File: src/rtl/port_arbiter.sv
// ---------------------------------------------------------------------------
// port_arbiter
//
// Two-requester arbiter in front of a single ports block. Each transaction
// is a fixed four-state sequence: IDLE -> ISSUE -> CAPTURE -> DONE. All
// outputs are registered.
//
// Build option:
//   PORT_ARB_ROUND_ROBIN_EN  defined   : contention goes to the requester that
//                                        was not the last owner.
//                            undefined : fixed priority, requester 0 wins.
//
// Ports:
//   clk, reset          clock, asynchronous active-high reset
//   req0/req1           transaction request, held high until ack
//   we0/we1             1 = write to port, 0 = read from port
//   addr0/addr1         port address
//   wdata0/wdata1       write value
//   ack0/ack1           one-cycle completion pulse
//   rdata               shared read result, valid with the matching ack
//   portaddr/portval    address and value to the ports block
//   get_enable          read strobe to the ports block
//   set_enable          write strobe to the ports block
//   portout             read value from the ports block
// ---------------------------------------------------------------------------
module port_arbiter #(
   parameter int unsigned WORD_SIZE = 16
) (
   input  logic                 clk,
   input  logic                 reset,
   input  logic                 req0,
   input  logic                 req1,
   input  logic                 we0,
   input  logic                 we1,
   input  logic [WORD_SIZE-1:0] addr0,
   input  logic [WORD_SIZE-1:0] addr1,
   input  logic [WORD_SIZE-1:0] wdata0,
   input  logic [WORD_SIZE-1:0] wdata1,
   output logic                 ack0,
   output logic                 ack1,
   output logic [WORD_SIZE-1:0] rdata,
   output logic [WORD_SIZE-1:0] portaddr,
   output logic [WORD_SIZE-1:0] portval,
   output logic                 get_enable,
   output logic                 set_enable,
   input  logic [WORD_SIZE-1:0] portout
);

   typedef enum logic [1:0] {StIdle, StIssue, StCapture, StDone} state_e;

   state_e               state_q, state_d;
   logic                 owner_q, owner_d;  // 0 = requester 0, 1 = requester 1
   logic                 we_q, we_d;
   logic                 ack0_q, ack0_d;
   logic                 ack1_q, ack1_d;
   logic                 get_en_q, get_en_d;
   logic                 set_en_q, set_en_d;
   logic [WORD_SIZE-1:0] rdata_q, rdata_d;
   logic [WORD_SIZE-1:0] portaddr_q, portaddr_d;
   logic [WORD_SIZE-1:0] portval_q, portval_d;
   logic                 grant1;

`ifdef PORT_ARB_ROUND_ROBIN_EN
   logic                 last_q, last_d;

   // Resets to 1 so the first contention goes to requester 0.
   assign grant1 = req1 & (~req0 | ~last_q);
`else
   assign grant1 = req1 & ~req0;
`endif

   always_comb begin
      state_d    = state_q;
      owner_d    = owner_q;
      we_d       = we_q;
      ack0_d     = 1'b0;
      ack1_d     = 1'b0;
      get_en_d   = 1'b0;
      set_en_d   = 1'b0;
      rdata_d    = rdata_q;
      portaddr_d = portaddr_q;
      portval_d  = portval_q;
`ifdef PORT_ARB_ROUND_ROBIN_EN
      last_d     = last_q;
`endif
      unique case (state_q)
         StIdle: begin
            if (req0 || req1) begin
               // Everything the transaction needs is latched here, so later
               // changes on the requester's inputs cannot disturb it.
               owner_d    = grant1;
               we_d       = grant1 ? we1 : we0;
               portaddr_d = grant1 ? addr1 : addr0;
               portval_d  = grant1 ? wdata1 : wdata0;
               set_en_d   = we_d;
               get_en_d   = ~we_d;
               state_d    = StIssue;
`ifdef PORT_ARB_ROUND_ROBIN_EN
               last_d     = grant1;
`endif
            end
         end
         StIssue: begin
            state_d = StCapture;
         end
         StCapture: begin
            if (!we_q) begin
               rdata_d = portout;
            end
            ack0_d  = ~owner_q;
            ack1_d  = owner_q;
            state_d = StDone;
         end
         StDone: begin
            state_d = StIdle;
         end
         default: begin
            state_d = StIdle;
         end
      endcase
   end

   always_ff @(posedge clk or posedge reset) begin
      if (reset) begin
         state_q    <= StIdle;
         owner_q    <= 1'b0;
         we_q       <= 1'b0;
         ack0_q     <= 1'b0;
         ack1_q     <= 1'b0;
         get_en_q   <= 1'b0;
         set_en_q   <= 1'b0;
         rdata_q    <= '0;
         portaddr_q <= '0;
         portval_q  <= '0;
      end else begin
         state_q    <= state_d;
         owner_q    <= owner_d;
         we_q       <= we_d;
         ack0_q     <= ack0_d;
         ack1_q     <= ack1_d;
         get_en_q   <= get_en_d;
         set_en_q   <= set_en_d;
         rdata_q    <= rdata_d;
         portaddr_q <= portaddr_d;
         portval_q  <= portval_d;
      end
   end

`ifdef PORT_ARB_ROUND_ROBIN_EN
   always_ff @(posedge clk or posedge reset) begin
      if (reset) begin
         last_q <= 1'b1;
      end else begin
         last_q <= last_d;
      end
   end
`endif

   assign ack0       = ack0_q;
   assign ack1       = ack1_q;
   assign get_enable = get_en_q;
   assign set_enable = set_en_q;
   assign rdata      = rdata_q;
   assign portaddr   = portaddr_q;
   assign portval    = portval_q;

endmodule

File: config.mk
export PLATFORM = sky130hd
export DESIGN_NAME = port_arbiter
export DESIGN_NICKNAME = d
export VERILOG_FILES = /design/src/rtl/port_arbiter.sv
export SDC_FILE = /design/constraint.sdc
export NUM_CORES = 1
export LEC_CHECK = 0
export ABC_AREA = 0
export BUFFER_PORTS_ARGS = -buffer_cell sky130_fd_sc_hd__buf_2
export CAP_MARGIN = 20
export CORE_MARGIN = 3
export CORE_UTILIZATION = 41
export CTS_CLUSTER_DIAMETER = 60
export DETAILED_ROUTE_END_ITERATION = 6
export PLACE_DENSITY = 0.74
export SYNTH_ARGS = -nofsm -noshare
export SYNTH_HDL_FRONTEND = slang
export SYNTH_SLANG_ARGS = --single-unit
File: constraint.sdc
create_clock -name clk -period 1.75 [get_ports clk]
set_input_delay 0.35 -clock clk [delete_from_list [all_inputs] [get_ports clk]]
set_output_delay 0.35 -clock clk [all_outputs]
set_load 0.02 [all_outputs]
==> results, run 1 <==
- The flow ran to the end, and the final reports show no timing, DRC or antenna violations.
- The number of global-route vias before repair came to about 2300.
- The max-slew violation total from the final report was 0.
- At the pin with the least slew margin, the transition time is 0.449 ns.
- The count of pins on the block boundary is 138.
- At the end of routability-driven placement, the weighted congestion stood at 0.688.
- The layout has 597 filler cells.
- The die covers 7660 µm².
- In this run the clock root is driven by a sky130_fd_sc_hd__clkbuf_8.
- The initial detailed-routing violation count is 84.
- The depth of the CTS H-tree is 2.
- The share of layout cells above drive strength 1 is around half.
- The cell area after synthesis is about 2700 µm².
- The post-detailed-placement half-perimeter wirelength is approximately 4.9 mm.
- Subtracting the final worst setup slack from the clock period gives 1.53 ns.
- Summing all multi-input logic gate instances after layout gives 1170 µm².
- The total overflow left after global routing is 0.
- The critical path data arrival time is 1.73 ns.
- The layout overhead on the synthesized area is 32.0%.
- STA classifies the critical path endpoint as a register.
- The total length of routed wires is roughly 6.6 mm.
- The number of clock sinks is 56.
- In the final routed layout, each cell accounts on average for 14.3 µm.
- From left edge to right edge, the die measures 87.5 µm.
- The number of buffers inserted by hold repair at cts is 0.
- After technology mapping, the gate count stands at 251.
- The final-report hold violation count is 0.
- The critical path class is reg -> reg.
- Net switching is around 42% of the power.
- The class of the tightest hold or removal check is in -> async.
- The initial utilization of the core area, before any placement, comes to 42.7%.
- The overall global routing resource usage is 17.6%.
- The number of vias per cell is 5.14.
- The clock-pin slew on the worst setup and hold paths is 0.11 ns.
- The worst IR drop on VDD is ~0.85 mV.
- STA classifies the critical path startpoint as a register.
- For this design the total switching power over the nets is about 2800 µW.
- The clock skew after layout is approximately 0.0082 ns.
- The sequential power share is 35.4%.
- Entering global routing, the biggest net connects 38 pins.
- The initial antenna violation count is 1.
- The top cell types in the final layout, fill and taps aside, are sky130_fd_sc_hd__buf_2, sky130_fd_sc_hd__dfrtp_1, sky130_fd_sc_hd__nor2b_1, sky130_fd_sc_hd__nand2_1, sky130_fd_sc_hd__a31oi_1.
- The total negative setup slack is 0 ns.
- The number of antenna diodes in the final layout is 0.
- The highest fanout seen on the critical path is 16.
- The count of endpoints failing setup in the final report is 0.
- The clock network latency to the later pin of the worst-skew pair is slightly above 0.3 ns.
- Clock tree synthesis inserted a total of 5 buffers.
- The maximum number of buffers from clock root to sink is 2.
- The floorplan core area is 6390 µm².
- TritonCTS built the clock tree.
- The area taken by flip-flops and latches is 1400 µm².
- The final non-filler cell area is 3600 µm².
- The power density normalized to cell area is 1870 nW/µm².
- The worst path uses 87.2% of the clock period.
- Setup repair after global routing left no endpoint under its margin.
- Across the run, the number of max-cap violations was 0.
- The net total in the final layout is 473.
- The number of iterations in the first detailed-routing pass is 4.
- The post-detailed-placement cell area is 3480 µm².
- In this run the vertical extent of the chip is 87.5 µm.
- The highest achievable clock rate is 656 MHz.
- The final route contains 2373 vias.
- The leakage dissipation is about 0.0018 µW.
- The required arrival time at the worst endpoint is 1.96 ns.
- The yosys synthesis warning count is 0.
- The clock network burns 12.8% of the power.
- After clock tree synthesis, the setup repair step added 0 buffers.
- The number of nets produced by synthesis is 340.
- The number of distinct standard cells referenced by the synthesized netlist is 25.
- The library cell used most frequently in the layout, excluding fill and tap cells, is sky130_fd_sc_hd__buf_2.
- The first global-routing pass estimated 10.8 mm of wire.
- Synthesis inferred 56 register bits.
- Once the clock tree was built, the resizer swapped 0 gates to a different size.
- The share of the yosys chip area belonging to registers is between 50% and 60%.
- The worst pin sits at a relative slew slack of 70.0%.
- The number of nets with antenna violations after detailed routing is 0.
- The internal power consumption is 3880 µW.
- The relative contribution of combinational cells to total power is 51.8%.
- The mean instance size in the synthesized netlist is 10.9 µm².
- The remaining design rule violation count is 0.
- In this run the core area contains 29 standard-cell rows.
- The count of port buffers added during placement is 137.
## logic make-up after synthesis
| kind of cell | after synthesis | synth area share [%] |
|---|---|---|
| compound gates | 59 | 16.4 |
| fa+ha+maj | 3 | 1.38 |
| buf+inv | 25 | 5.83 |
| flops | 56 | 51.4 |
| mux | 18 | 7.53 |
| simple gates | 90 | 17.4 |
## per-layer routing
layer  up-vias  share of wire (%)  track usage, %
li1       1159                  -               -
met1      1116                 44            22.6
met2        90                 48            29.7
met3         6                8.0            4.73
met4         2               0.62            3.77
met5         -               0.20               0
## layout make-up
class | instances | share of cell area (%)
flip-flops and latches | 56 | 39.0
multi-input cells | 170 | 32.5
repair buffers | 147 | 22.2
well taps | 77 | 2.68
clock buffers | 5 | 1.91
clock inverters | 3 | 1.32
inverters | 4 | 0.418
## cells in the mapped netlist
master / instances / area [µm²]
sky130_fd_sc_hd__nor2_2: 1 / 6.26
sky130_fd_sc_hd__a21oi_1: 1 / 5.00
sky130_fd_sc_hd__mux2_2: 16 / 180
sky130_fd_sc_hd__a22oi_2: 10 / 125
sky130_fd_sc_hd__and2_1: 3 / 18.8
sky130_fd_sc_hd__mux2_4: 1 / 15.0
sky130_fd_sc_hd__nor2_1: 12 / 45.0
sky130_fd_sc_hd__buf_4: 2 / 15.0
sky130_fd_sc_hd__nor3b_1: 10 / 75.1
sky130_fd_sc_hd__a31oi_1: 23 / 144
sky130_fd_sc_hd__buf_2: 10 / 50.1
sky130_fd_sc_hd__or2_1: 1 / 6.26
sky130_fd_sc_hd__mux2i_1: 1 / 10.0
sky130_fd_sc_hd__buf_6: 6 / 67.6
sky130_fd_sc_hd__inv_1: 4 / 15.0
sky130_fd_sc_hd__nor2b_1: 27 / 169
sky130_fd_sc_hd__nand2b_1: 1 / 6.26
sky130_fd_sc_hd__ha_1: 3 / 37.5
sky130_fd_sc_hd__nand2_1: 24 / 90.1
sky130_fd_sc_hd__nor3_1: 10 / 50.1
sky130_fd_sc_hd__dfrtp_1: 56 / 1400
sky130_fd_sc_hd__clkbuf_1: 3 / 11.3
sky130_fd_sc_hd__a22oi_1: 14 / 105
sky130_fd_sc_hd__nand2_2: 1 / 6.26
sky130_fd_sc_hd__o22ai_1: 11 / 68.8
## power groups by stage
stage | sequential (µW) | clock (µW) | combinational, µW
floorplan | 3110 | 0 | 1730
detailed placement | 2400 | 0 | 3530
global route | 2480 | 952 | 3830
finish | 2380 | 861 | 3470
CTS | 2380 | 890 | 3530
global placement | 2370 | 0 | 3410
## path summary, 6_finish.rpt
kind / to / slack (ns) / depth (start not counted) / from
max: rdata[1] / 0.22 / 5 / state_q[0]
max reg2reg: rdata[1] / 0.22 / 5 / state_q[0]
max in group asynchronous: portaddr[9] / 1.18 / 3 / reset
min: portaddr[2] / 0.03 / 2 / reset
min in group clk: portval[12] / 0.24 / 3 / wdata0[12]
min reg2reg: ack0 / 0.47 / 1 / owner_q
## sequential cells by signal, indices dropped and copies added, names as in the netlist
signal	flops
portaddr	16
portval	16
rdata	16
state_q	2
ack0	1
ack1	1
get_enable	1
owner_q	1
set_enable	1
we_q	1
## critical path, cell delays in order, from the launching register on
cell,delay [ns]
sky130_fd_sc_hd__dfrtp_1,0.37
sky130_fd_sc_hd__inv_1,0.11
sky130_fd_sc_hd__ha_1,0.20
sky130_fd_sc_hd__nor2b_1,0.14
sky130_fd_sc_hd__buf_4,0.24
sky130_fd_sc_hd__mux2_2,0.36
## stage by stage
stage	hold slack (ns)	utilization [%]	worst slack [ns]	total power, µW	std cells
after global placement	0.387	54.5	0.264	5780	454
after global routing	0.0535	56.3	0.0676	7260	462
final	0.0291	56.3	0.225	6710	462
after floorplan	0.417	-	0.0287	4840	251
after CTS	0.0429	56.3	0.210	6800	462
after detailed placement	0.386	54.5	0.215	5930	454
Note: power is estimated with default switching activity, not from simulation.
==> run 2: changes to the inputs <==
CTS_CLUSTER_SIZE = 10   (was default)
clock period = 1.4 ns   (was 1.75 ns; I/O delays follow)
==> results, run 2 (same netlist as run 1, synthesis figures left out) <==
- The flow ran to the end, but the final reports show violations.
- The checks that failed: setup timing.
- The final-report hold violation count is 0 (unchanged).
- The number of buffers created by CTS is 5 (unchanged).
- The initial detailed-routing violation count is 100 (+19%).
- The count of pins on the block boundary is 138 (unchanged).
- The max capacitance violation total is 0 (unchanged).
- The effective utilization at floorplan came to 42.7% (unchanged).
- The floorplan core area is 6390 µm² (unchanged).
- The detailed route wirelength on metal3 is 526 µm (+0.19%).
- The type of origin of the critical path is a register.
- The net total in the final layout was 484 (+2.3%).
- The share of the core filled with cells in the final layout is 61.6% (+5.3 points).
- The clock skew after layout is 0.0112 ns (+0.00299 ns).
- The detailed-route via count came to 2471 (+4.1%).
- The number of vias per cell came to 5.22 (+1.7%).
- The routed length on met1 came to 3.31 mm (+15%).
- The largest net degree at the start of global routing is 37 (-2.6%).
- The TritonCTS clock tree is yes.
- The weighted congestion reported at the end of routability-driven placement is 0.732 (+6.4%).
- The die area is 7660 µm² (unchanged).
- The final-layout fill cell count is 541 (-9.4%).
- The final critical-path setup slack is -0.0602 ns (-0.285 ns).
- The maximum number of buffers from clock root to sink is 2 (unchanged).
- The final worst-path cycle share is 104% (+17 points).
- The min-delay analysis places its worst path in the category in -> async.
- In this run the top signal layer used is met4.
- The first-pass GRT wire length is 10.8 mm (-0.64%).
- The overall global routing resource usage is 17.4% (-0.16 points).
- The critical path buffer and inverter count came to 1 (-1).
- The remaining design rule violation count was 0 (unchanged).
- The number of placement rows was 29 (unchanged).
- The setup slack on the worst flop-to-flop path is -0.06 ns (-0.28 ns).
- The total length of routed met2 wires came to 3.71 mm (+18%).
- The worst setup timing slack at the placement stage is -0.142 ns (-0.357 ns).
- The largest stage delay on the critical path is 0.45 ns (+0.08 ns).
- The wire length per cell is 16.0 µm (+12%).
- The die height is 87.5 µm (unchanged).
- The highest achievable clock rate is 685 MHz (+4.5%).
- The number of inserted diodes is 0 (unchanged).
- The minimum clock period came to 1.46 ns (-0.0652 ns).
- The number of nets with antenna violations after detailed routing is 0 (unchanged).
- The final total power came to 9190 µW (+37%).
- The power density normalized to cell area is 2340 nW/µm² (+25%).
- The library cell used most frequently in the layout, excluding fill and tap cells, is sky130_fd_sc_hd__buf_2.
- The leakage dissipation was 0.00189 µW (+7.5%).
- The measured slew at the worst slew-check pin is 0.983 ns (+0.534 ns).
- The slowest stage cell on the critical path is sky130_fd_sc_hd__dfrtp_1.
- The remaining global-route overflow is 0 (unchanged).
- The number of clock sinks is 56 (unchanged).
- The worst slew margin relative to its limit came to 34.2% (-36 points).
- The post-detailed-placement half-perimeter wirelength is 4.93 mm (+0.21%).
- The clock network latency to the later pin of the worst-skew pair is 0.30 ns (about the same).
- The highest fanout seen on the critical path was 8 (-8).
- The critical path data arrival time is 1.65 ns (-0.08 ns).
- The depth of the CTS H-tree is 2 (unchanged).
- The worst IR drop on VDD came to 1.25 mV (+47%).
- The share of layout cells above drive strength 1 is 55.6% (+7.0 points).
- Leaving out fill and tap cells, the most frequent cells in the layout are sky130_fd_sc_hd__buf_2, sky130_fd_sc_hd__dfrtp_1, sky130_fd_sc_hd__nor2b_1, sky130_fd_sc_hd__nand2_1.
- The required arrival time at the worst endpoint is 1.59 ns (-0.37 ns).
- The count of endpoints failing setup in the final report is 15 (+15).
- The initial antenna violation count came to 0 (-1).
- The die width is 87.5 µm (unchanged).
- The clock-pin slew on the worst setup and hold paths is 0.10 ns (about the same).
- The max-slew violation total from the final report was 0 (unchanged).
- Setup repair after global routing could not meet its margin everywhere.
- Walking the worst path, the cells encountered are ha_4, nor2b_4, clkbuf_16, mux2_2.
- The family with the most delay on the worst path is flip-flops.
- Relative to the synthesized area, the layout overhead comes to 44.4%.
- The count of port buffers added during placement is 137 (unchanged).
- The number of global-route vias before repair is 2307 (-0.99%).
- The cell chosen for the clock root is sky130_fd_sc_hd__clkbuf_8.
- The number of buffers inserted by hold repair at cts was 0 (unchanged).
- The minimum hold slack was 0.0398 ns (+0.0106 ns).
- The number of iterations in the first detailed-routing pass is 4 (unchanged).
- The kind of capture point of the worst setup path is a register.
- The critical path class is reg -> reg.
- The total length of routed wires is 7.59 mm (+15%).
==> run 2: cell count changes in the layout (fill, tap and decap cells not counted), moves of 2 or more <==
cell                        change
sky130_fd_sc_hd__nor3_2         +2
sky130_fd_sc_hd__clkbuf_16      +4
sky130_fd_sc_hd__ha_4           +2
sky130_fd_sc_hd__clkinv_4       -2
sky130_fd_sc_hd__clkinv_2       +2
sky130_fd_sc_hd__buf_6          +2
sky130_fd_sc_hd__buf_4          +4
sky130_fd_sc_hd__mux2_4        +14
sky130_fd_sc_hd__inv_1          -2
sky130_fd_sc_hd__mux2_2        -14
sky130_fd_sc_hd__a22oi_1       -13
sky130_fd_sc_hd__a22oi_2       +13
sky130_fd_sc_hd__nor3_1         -2
==> run 2: area by class of cell <==
cell class,count,area [µm²],area share [%]
tap,77,96.3,2.45
clock inverter,2,10.0,0.254
timing repair buffer,158,971,24.7
multi-input combinational,170,1350,34.4
clock buffer,6,82.6,2.10
inverter,4,18.8,0.477
sequential,56,1400,35.6
==> run 2: tightest hold or removal path, cell delays in order <==
cell and delay, ns:
sky130_fd_sc_hd__buf_2 0.11, sky130_fd_sc_hd__clkinvlp_4 0.06, sky130_fd_sc_hd__buf_4 0.29
==> run 2: path summary, 6_finish.rpt <==
check | cells after the start | end | from
max | 4 | rdata[11] | state_q[1]
max in group asynchronous | 3 | rdata[11] | reset
min reg2reg | 1 | ack0 | owner_q
max reg2reg | 4 | rdata[11] | state_q[1]
min in group clk | 3 | portaddr[7] | addr0[7]
min | 3 | portaddr[14] | reset
==> run 2: what timing repair did <==
item / 4_1_cts / 5_1_grt
buffers inserted: 1 / 2
endpoints found under the hold margin: 0 / 0
pin swaps: 0 / 11
endpoints found under the setup margin: 16 / 50
gates cloned: 0 / 5
resized for setup: 2 / 37
==> run 2: stage by stage <==
| step | instances | setup TNS (ns) | cell area, µm² |
|---|---|---|---|
| after floorplan | 251 | -0.361 | 2750 |
| after global placement | 457 | -2.23 | 3530 |
| after detailed placement | 457 | -2.79 | 3530 |
| after CTS | 466 | -0.00957 | 3640 |
| after global routing | 473 | -1.95 | 3930 |
| final | 473 | -0.306 | 3930 |
==> run 2: metal layers <==
| metal | up-vias | track usage, % |
|---|---|---|
| li1 | 1181 | - |
| met1 | 1186 | 23.1 |
| met2 | 97 | 29.1 |
| met3 | 7 | 4.26 |
| met4 | 0 | 3.63 |
| met5 | - | 0 |
==> run 2: power breakdown <==
group          internal (µW)  switching (µW)  leakage [µW]
Combinational           2490            2740       0.00118
Sequential              2450             618      0.000665
Clock                    396             505     0.0000510
Total                   5330            3860       0.00189
==> run 3: changes to the inputs <==
PLACE_DENSITY = 0.86   (was 0.74)
SETUP_SLACK_MARGIN = 0.05   (was default)
SLEW_MARGIN = 15   (was default)
==> results, run 3 (same netlist as run 1, synthesis figures left out) <==
- The flow ran to the end, but the final reports show violations.
- The checks that failed: setup timing.
- The highest fanout seen on the critical path is 8 (unchanged).
- The number of global-route vias before repair is 2431 (+5.4%).
- The final-report hold violation count came to 0 (unchanged).
- The count of pins on the block boundary is 138 (unchanged).
- The remaining design rule violation count is 0 (unchanged).
- The clock skew after layout is 0.00700 ns (-0.00415 ns).
- The largest stage delay on the critical path came to 0.38 ns (-0.07 ns).
- The weighted congestion reported at the end of routability-driven placement was 0.783 (+7.1%).
- The final worst-path cycle share is 102% (-2.6 points).
- The number of iterations in the first detailed-routing pass is 5 (+1).
- The required arrival time at the worst endpoint is 1.59 ns (about the same).
- The number of placement rows came to 29 (unchanged).
- The clock-pin slew on the worst setup and hold paths was 0.10 ns (about the same).
- The overall global routing resource usage is 18.4% (+1.0 points).
- The number of vias per cell is 5.25 (+0.53%).
- The count of endpoints failing setup in the final report is 8 (-7).
- The floorplan core area is 6390 µm² (unchanged).
- Setup repair after global routing could not meet its margin everywhere.
- The critical path buffer and inverter count is 3 (+2).
- The remaining global-route overflow came to 0 (unchanged).
- By startpoint and endpoint, the worst setup path is classified as reg -> reg.
- The number of inserted diodes is 0 (unchanged).
- The initial antenna violation count is 0 (unchanged).
- The net total in the final layout is 492 (+1.7%).
- The number of nets with antenna violations after detailed routing is 0 (unchanged).
- The kind of capture point of the worst setup path is a register.
- The worst setup path is launched from a register.
- The max-slew violation total from the final report came to 0 (unchanged).
- Among cell families on the critical path, the largest total delay comes from flip-flops.
- The number of buffers created by CTS is 5 (unchanged).
- The final critical-path setup slack is -0.0233 ns (+0.0369 ns).
- The clock network latency to the later pin of the worst-skew pair came to 0.30 ns (about the same).
- The die height is 87.5 µm (unchanged).
- Walking the worst path, the cells encountered are inv_2, ha_4, nor2b_4, buf_6, buf_12, mux2_4.
- The measured slew at the worst slew-check pin came to 0.390 ns (-0.594 ns).
- The critical path data arrival time is 1.62 ns (-0.03 ns).
- The count of port buffers added during placement came to 137 (unchanged).
- The depth of the CTS H-tree came to 2 (unchanged).
- The largest net degree at the start of global routing is 57 (+54%).
- The leakage dissipation is 0.00198 µW (+4.4%).
- The worst IR drop on VDD came to 1.19 mV (-4.4%).
- The class of the tightest hold or removal check is in -> async.
- The worst slew margin relative to its limit is 74.0% (+40 points).
- The maximum number of buffers from clock root to sink is 2 (unchanged).
- The die area is 7660 µm² (unchanged).
- In the layout the commonest cells are sky130_fd_sc_hd__buf_2, sky130_fd_sc_hd__dfrtp_1, sky130_fd_sc_hd__nand2_1, sky130_fd_sc_hd__nor2b_1, sky130_fd_sc_hd__a22oi_2.
- The post-detailed-placement half-perimeter wirelength is 5.04 mm (+2.3%).
- The most common cell after layout, fill and taps aside is sky130_fd_sc_hd__buf_2.
- The wire length per cell is 16.0 µm (-0.12%).
- TritonCTS built the clock tree.
- The detailed-route via count is 2526 (+2.2%).
- The final non-filler cell area came to 4100 µm² (+4.3%).
- The post-detailed-placement cell area is 3540 µm² (+0.43%).
- The share of layout cells above drive strength 1 is 58.9% (+3.4 points).
- The layout overhead on the synthesized area is 50.6%.
- The cell chosen for the clock root is sky130_fd_sc_hd__clkbuf_8.
- The initial detailed-routing violation count came to 120 (+20%).
- The first-pass GRT wire length is 11.4 mm (+5.8%).
- The slowest stage cell on the critical path is sky130_fd_sc_hd__dfrtp_1.
- The total length of routed wires came to 7.71 mm (+1.6%).
- The number of clock sinks is 56 (unchanged).
- The effective utilization at floorplan is 42.7% (unchanged).
- The minimum clock period is 1.42 ns (-0.0369 ns).
- The power density normalized to cell area was 2370 nW/µm² (+1.4%).
- The die width was 87.5 µm (unchanged).
- The minimum hold slack is 0.0417 ns (+0.00192 ns).
- The max capacitance violation total is 0 (unchanged).
- The highest achievable clock rate came to 703 MHz (+2.6%).
## run 3: cell type report
| type | count | area [µm²] |
|---|---|---|
| fill | 530 | 2280 |
| multi-input combinational | 170 | 1420 |
| sequential | 56 | 1400 |
| timing repair buffer | 166 | 1060 |
| tap | 77 | 96.3 |
| clock buffer | 5 | 68.8 |
| clock inverter | 3 | 42.5 |
| inverter | 4 | 18.8 |
## run 3: worst register-to-register path, stage by stage (launching register included)
cell                      delay, ns
sky130_fd_sc_hd__dfrtp_1       0.38
sky130_fd_sc_hd__inv_2         0.08
sky130_fd_sc_hd__ha_4          0.13
sky130_fd_sc_hd__nor2b_4       0.18
sky130_fd_sc_hd__buf_6         0.12
sky130_fd_sc_hd__buf_12        0.13
sky130_fd_sc_hd__mux2_4        0.30
## run 3: per-stage QoR
stage / power [µW] / utilization (%) / setup TNS, ns / setup WS, ns / cells
global route: 10400 / 64.2 / -1.60 / -0.0782 / 481
finish: 9730 / 64.2 / -0.167 / -0.0233 / 481
CTS: 9250 / 60.7 / -0.140 / -0.0114 / 473
global placement: 7350 / 55.5 / 0 / 0.0358 / 459
detailed placement: 7550 / 55.5 / -0.358 / -0.0443 / 459
floorplan: 6090 / - / -0.361 / -0.0309 / 251
## run 3: where the power goes
group | switching [µW] | internal, µW | total, µW
logic | 2870 | 2770 | 5640
clock network | 518 | 530 | 1050
registers | 586 | 2450 | 3040
## run 3: final timing paths
kind                       cells past startpoint        from           end  slack [ns]
setup / recovery                               6  state_q[0]      rdata[3]       -0.02
hold / removal                                 3       reset   portaddr[4]        0.04
setup reg to reg                               6  state_q[0]      rdata[3]       -0.02
hold reg to reg                                1     owner_q          ack0        0.46
max in group asynchronous                      3       reset  portaddr[11]        1.09
min in group clk                               3   wdata0[2]    portval[2]        0.18
## run 3: timing repair
item | 4_1_cts | 5_1_grt
pin swaps | 14 | 8
setup buffers | 5 | 6
hold buffers | 0 | 0
gates cloned | 1 | 4
endpoints found under the setup margin | 51 | 50
hold endpoints to repair | 0 | 0
resized for setup | 34 | 29
## run 3: per-layer routing
layer / share of wire, % / GRT usage [%]
met3: 6.3 / 3.41
met4: 0.30 / 3.49
met2: 52 / 32.1
met5: 0 / 0
met1: 42 / 24.0
